## config.mk

```make
export PLATFORM = sky130hd
export DESIGN_NAME = hours_counter_flat
export DESIGN_NICKNAME = d
export VERILOG_FILES = /design/src/rtl/hours_counter_if.sv /design/src/rtl/hours_counter.sv /design/src/flat_wrapper.sv
export SDC_FILE = /design/constraint.sdc
export NUM_CORES = 1
export LEC_CHECK = 0
export ABC_CLOCK_PERIOD_IN_PS = 2000
export CORE_ASPECT_RATIO = 0.8
export CORE_MARGIN = 5
export CORE_UTILIZATION = 47
export CTS_BUF_LIST = sky130_fd_sc_hd__clkbuf_16
export DETAILED_ROUTE_END_ITERATION = 7
export PLACE_DENSITY = 0.78
export SLEW_MARGIN = 20
export SYNTH_ARGS = -nofsm -noshare
export SYNTH_HDL_FRONTEND = slang
export SYNTH_SLANG_ARGS = --single-unit
export TNS_END_PERCENT = 100
```

## constraint.sdc

```tcl
create_clock -name i_clk -period 2 [get_ports i_clk]
set_clock_uncertainty 0.05 [all_clocks]
set_input_delay 0.3 -clock i_clk [delete_from_list [all_inputs] [get_ports i_clk]]
set_output_delay 0.3 -clock i_clk [all_outputs]
set_load 0.05 [all_outputs]
```

## src/rtl/hours_counter_if.sv

```systemverilog
// Hours-counter control/status bundle: tick, set-mode buttons, load, and registered outputs.
// Latency: none, wires only.
// Backpressure: none; all strobes are single-cycle pulses or levels.
interface hours_counter_if #(
  parameter int W = 7
);
  logic         tick;
  logic         set_mode;
  logic         inc_btn;
  logic         dec_btn;
  logic         load;
  logic [W-1:0] load_val;
  logic [W-1:0] hours;
  logic         pm;
  logic         day_tick;

  // Driver side: the minutes stage, the user buttons and the loader
  modport master (
    output tick, set_mode, inc_btn, dec_btn, load, load_val,
    input  hours, pm, day_tick
  );

  // Counter side
  modport slave (
    input  tick, set_mode, inc_btn, dec_btn, load, load_val,
    output hours, pm, day_tick
  );
endinterface

```

## src/rtl/hours_counter.sv

```systemverilog
// Hours counter 0..HRMAX with load, set-mode inc/dec buttons and minute-rollover tick.
// Latency: 1 cycle from causing input to registered outputs; no comb input->output path.
// Backpressure: none; optional AM/PM flag built only when HOURS_AMPM_EN is defined.
module hours_counter #(
  parameter int HRMAX = 11,
  parameter int W     = 7
) (
  input  logic            i_clk,
  input  logic            i_rst_n,
  hours_counter_if.slave  bus
);

  localparam logic [W-1:0] LP_MAX  = W'(HRMAX);
  localparam logic [W-1:0] LP_ZERO = '0;
  localparam logic [W-1:0] LP_ONE  = W'(1);

  logic [W-1:0] r_hours;
  logic         r_day_tick;
  logic         r_inc_prev;
  logic         r_dec_prev;

  logic [W-1:0] w_hours_nxt;
  logic         w_day_nxt;
  logic         w_wrap;
  logic         w_inc_edge;
  logic         w_dec_edge;
  logic         w_load_ok;

  assign w_inc_edge = bus.inc_btn & ~r_inc_prev;
  assign w_dec_edge = bus.dec_btn & ~r_dec_prev;
  // Out-of-range loads are dropped so lower-priority actions still get this cycle
  assign w_load_ok  = bus.load && (bus.load_val <= LP_MAX);

  // Next-state: load beats set-mode buttons beats tick; at most one action per cycle
  always_comb begin
    w_hours_nxt = r_hours;
    w_day_nxt   = 1'b0;
    w_wrap      = 1'b0;
    if (w_load_ok) begin
      w_hours_nxt = bus.load_val;
    end else if (bus.set_mode) begin
      // Tick is swallowed while the user is adjusting; opposing edges cancel
      if (w_inc_edge && !w_dec_edge) begin
        if (r_hours == LP_MAX) begin
          w_hours_nxt = LP_ZERO;
          w_wrap      = 1'b1;
        end else begin
          w_hours_nxt = r_hours + LP_ONE;
        end
      end else if (w_dec_edge && !w_inc_edge) begin
        if (r_hours == LP_ZERO) begin
          w_hours_nxt = LP_MAX;
          w_wrap      = 1'b1;
        end else begin
          w_hours_nxt = r_hours - LP_ONE;
        end
      end
    end else if (bus.tick) begin
      if (r_hours == LP_MAX) begin
        w_hours_nxt = LP_ZERO;
        w_wrap      = 1'b1;
        w_day_nxt   = 1'b1;
      end else begin
        w_hours_nxt = r_hours + LP_ONE;
      end
    end
  end

  // Hour count, day pulse and button history; history samples every cycle in any mode
  always_ff @(posedge i_clk or negedge i_rst_n) begin
    if (!i_rst_n) begin
      r_hours    <= LP_ZERO;
      r_day_tick <= 1'b0;
      r_inc_prev <= 1'b0;
      r_dec_prev <= 1'b0;
    end else begin
      r_hours    <= w_hours_nxt;
      r_day_tick <= w_day_nxt;
      r_inc_prev <= bus.inc_btn;
      r_dec_prev <= bus.dec_btn;
    end
  end

  assign bus.hours    = r_hours;
  assign bus.day_tick = r_day_tick;

`ifdef HOURS_AMPM_EN
  logic r_pm;

  // AM/PM flips on any wrap, up or down, tick or button; loads never touch it
  always_ff @(posedge i_clk or negedge i_rst_n) begin
    if (!i_rst_n) begin
      r_pm <= 1'b0;
    end else if (w_wrap) begin
      r_pm <= ~r_pm;
    end
  end

  assign bus.pm = r_pm;
`else
  logic w_unused_wrap;
  assign w_unused_wrap = w_wrap;
  assign bus.pm        = 1'b0;
`endif

endmodule

```

## src/flat_wrapper.sv

```systemverilog
// flat-port wrapper written by rule: the top's interface ports become plain ports
module hours_counter_flat 
#(
  parameter int HRMAX = 11,
  parameter int W     = 7
)
  (i_clk, i_rst_n, bus_tick, bus_set_mode, bus_inc_btn, bus_dec_btn, bus_load, bus_load_val, bus_hours, bus_pm, bus_day_tick);
  hours_counter_if #(.W(W)) bus_i ();
  input  logic i_clk;
  input  logic i_rst_n;
  input wire logic [$bits(bus_i.tick)-1:0] bus_tick;
  input wire logic [$bits(bus_i.set_mode)-1:0] bus_set_mode;
  input wire logic [$bits(bus_i.inc_btn)-1:0] bus_inc_btn;
  input wire logic [$bits(bus_i.dec_btn)-1:0] bus_dec_btn;
  input wire logic [$bits(bus_i.load)-1:0] bus_load;
  input wire logic [$bits(bus_i.load_val)-1:0] bus_load_val;
  output wire logic [$bits(bus_i.hours)-1:0] bus_hours;
  output wire logic [$bits(bus_i.pm)-1:0] bus_pm;
  output wire logic [$bits(bus_i.day_tick)-1:0] bus_day_tick;
  assign bus_i.tick = bus_tick;
  assign bus_i.set_mode = bus_set_mode;
  assign bus_i.inc_btn = bus_inc_btn;
  assign bus_i.dec_btn = bus_dec_btn;
  assign bus_i.load = bus_load;
  assign bus_i.load_val = bus_load_val;
  assign bus_hours = bus_i.hours;
  assign bus_pm = bus_i.pm;
  assign bus_day_tick = bus_i.day_tick;
  hours_counter #(.HRMAX(HRMAX), .W(W)) u_core (.i_clk(i_clk), .i_rst_n(i_rst_n), .bus(bus_i));
endmodule
```

==> run metrics <==
placed cells=roughly 150; largest net degree at the start of global routing=11; Fin Hold WS=0.351 ns; Rows=13; H-tree depth=1; Critical Path Stages=1; crit path buf inv count=1; register-to-register setup slack=between 0.15 and 0.2 ns; Seq/Total Area, Yosys=30.2%; Antenna Nets Post-Route=0; worst rel slew slack=between 60 and 70%; delay-heaviest family, CP=buffers and inverters; CTS Sinks=10; CP Capture Type=primary output; Final Slew Violations=0; Final Setup Violations=0; Final GP Congestion=about 0.92; most numerous cell in the Yosys netlist=dfrtp_1; Slew @ Worst Pin=around 0.50 ns; Final Hold Viols=0; MaxCap Viol Count=0; Synth area leader=dfrtp_1; asr flop ratio synth=100%; crit-path cells=clkdlybuf4s50_1; Max Root-Sink Buffers=2; RR Startpoint=u_core.bus.hours[2]; clock period minus worst slack=approximately 1.9 ns; Fmax achieved=between 500 and 600 MHz; layout cell share with drive strength beyond 1=a little under a quarter; vias in the first global route=just under 900; yosys warns=0; post_cts resized=0; Clk Latency, worst-skew pair=between 0.2 and 0.25 ns; synthesis-stage register bit count=10; via count=~900; Peak VDD IR=around 0.9 mV; DRC Markers=0; Inserted Diodes=0; post-DR vias/cell=about 6.1; Core Area=0.00164 mm^2; register area=around 250 um^2; antenna violations before repair=0; Die X=between 50 and 60 um; I/O Buffers=21; Yosys cell types=47; final wirelength=2450 um; crit start category=flip-flop; status=finished clean; Total GRT Usage=20.1%; Post-Syn Area per Cell=about 8.5 um^2; worst-path maximum fanout=6; Fill cells=approximately 130; initial core utilization=50.4%; 1st-iter DRT viols=52; Post-CTS Setup Repair Bufs=0; CTS clk-pin slew, worst paths=approximately 0.040 ns; utilization after layout=a little under three quarters; # nets final=~150; grt total ovfl=0; Main synth FF type=dfrtp_1; Setup Crit Path Kind=reg2out; Slowest cell on crit path=clkdlybuf4s50_1; Final period util=between 90% and 100%; Yosys top cell area share=between 30% and 40%; worst r2r dst=u_core.bus.hours[2]; Leak=0.479 nW; hold_buf cts=0; CTS tree=yes; RSZ-0062 raised after global routing=false; die area=approximately 0.0027 mm^2; largest cells by area after synthesis=dfrtp_1, ha_1, a21oi_1; Reg2Reg Depth=5; multi-input logic area=around 530 um^2; first-pass GRT wire length=between 4000 and 5000 um; TritonRoute pass-1 iters=4; CTS Buf Count=3; number of synthesized flops with an enable pin=0; setup ws final=approximately 0.15 ns; Worst Path Arrival=around 1.5 ns; Post-synth top cells=dfrtp_1, a21oi_1, nand2_1; WP data required=about 1.7 ns; DP HPWL=about 1800 um; clk root buf=clkbuf_16; non-filler cells, final=approximately 150; Syn Nets=approximately 110; Area growth syn-to-layout=41.8%; PwrDens=~1300 mW/mm^2; Critical Path Max Stage Delay=0.84 ns; Synth Cell Area=between 800 and 900 um^2; Die Y=roughly 48 um; detailed-route wire length per cell=approximately 17 um; synthesized instance count=97; HP Class=in2async; setup_tns=0 ns; pre-CTS setup slack=-0.0635 ns; IO Count=23
==> power by group <==
group          switching (mW)  internal, mW  leakage [nW]
clock network          0.0947         0.259        0.0370
logic                   0.519         0.313         0.324
registers               0.124         0.266         0.119
total                   0.738         0.839         0.479
==> flip-flops by register name, indices dropped and copies added (netlist names) <==
name	cells
u_core.bus.day_tick	1
u_core.bus.hours	7
u_core.r_dec_prev	1
u_core.r_inc_prev	1
==> cell families (layout without fill, tap and decap cells) <==
logic type | Yosys count | after routing | share of synthesized area [%]
adder cells (fa/ha/maj) | 3 | 3 | 4.53
AO/OA/AOI/OAI | 35 | 35 | 30.2
AND/OR/NAND/NOR | 34 | 34 | 24.2
flip-flops | 10 | 10 | 30.2
XOR/XNOR | 2 | 2 | 2.12
multiplexers | 2 | 2 | 2.57
buffers and inverters | 10 | 39 | 5.74
other | 1 | 1 | 0.453
==> how the worst max path moves through the flow <==
stage,from,end,slack (ns)
5_1_grt,u_core.bus.hours[2],u_core.bus.hours[2],0.02
3_3_place_gp,bus_dec_btn,u_core.bus.hours[0],-0.03
6_report,u_core.bus.hours[5],bus_hours[5],0.15
2_1_floorplan,u_core.bus.hours[0],u_core.bus.hours[6],0.09
3_5_place_dp,bus_dec_btn,u_core.bus.hours[6],-0.06
4_1_cts,bus_dec_btn,u_core.bus.hours[6],0.15
==> layout by cell type, fill, tap and decap left out, types with 4 or more instances in the layout <==
cell type / n
clkdlybuf4s50_1: 16
buf_4: 15
dfrtp_1: 10
a21oi_1: 7
nand2_1: 7
nor3_1: 5
inv_1: 4
nor2_1: 4
o21ai_0: 4
nand3_1: 4
==> per-stage QoR <==
stage                     cell area, um^2  power (mW)
after floorplan                       828       0.924
after global placement               1100        1.18
after detailed placement             1100        1.21
after CTS                            1170        1.57
after global routing                 1170        1.67
final                                1170        1.58
==> area by class of cell <==
cell class | count | share of cell area [%]
Inverter | 5 | 1.60
Tap cell | 22 | 2.34
Clock buffer | 3 | 6.39
Multi-Input combinational cell | 77 | 45.2
Sequential cell | 10 | 21.3
Timing Repair Buffer | 31 | 23.2
==> per-layer routing <==
layer	track usage (%)	vias to the layer above	part of all wire, %
li1	-	427	-
met5	0	-	0
met3	7.28	6	11
met1	24.4	409	43
met4	9.26	0	1.3
met2	32.8	60	46
Power figures use the tool's default switching activity.
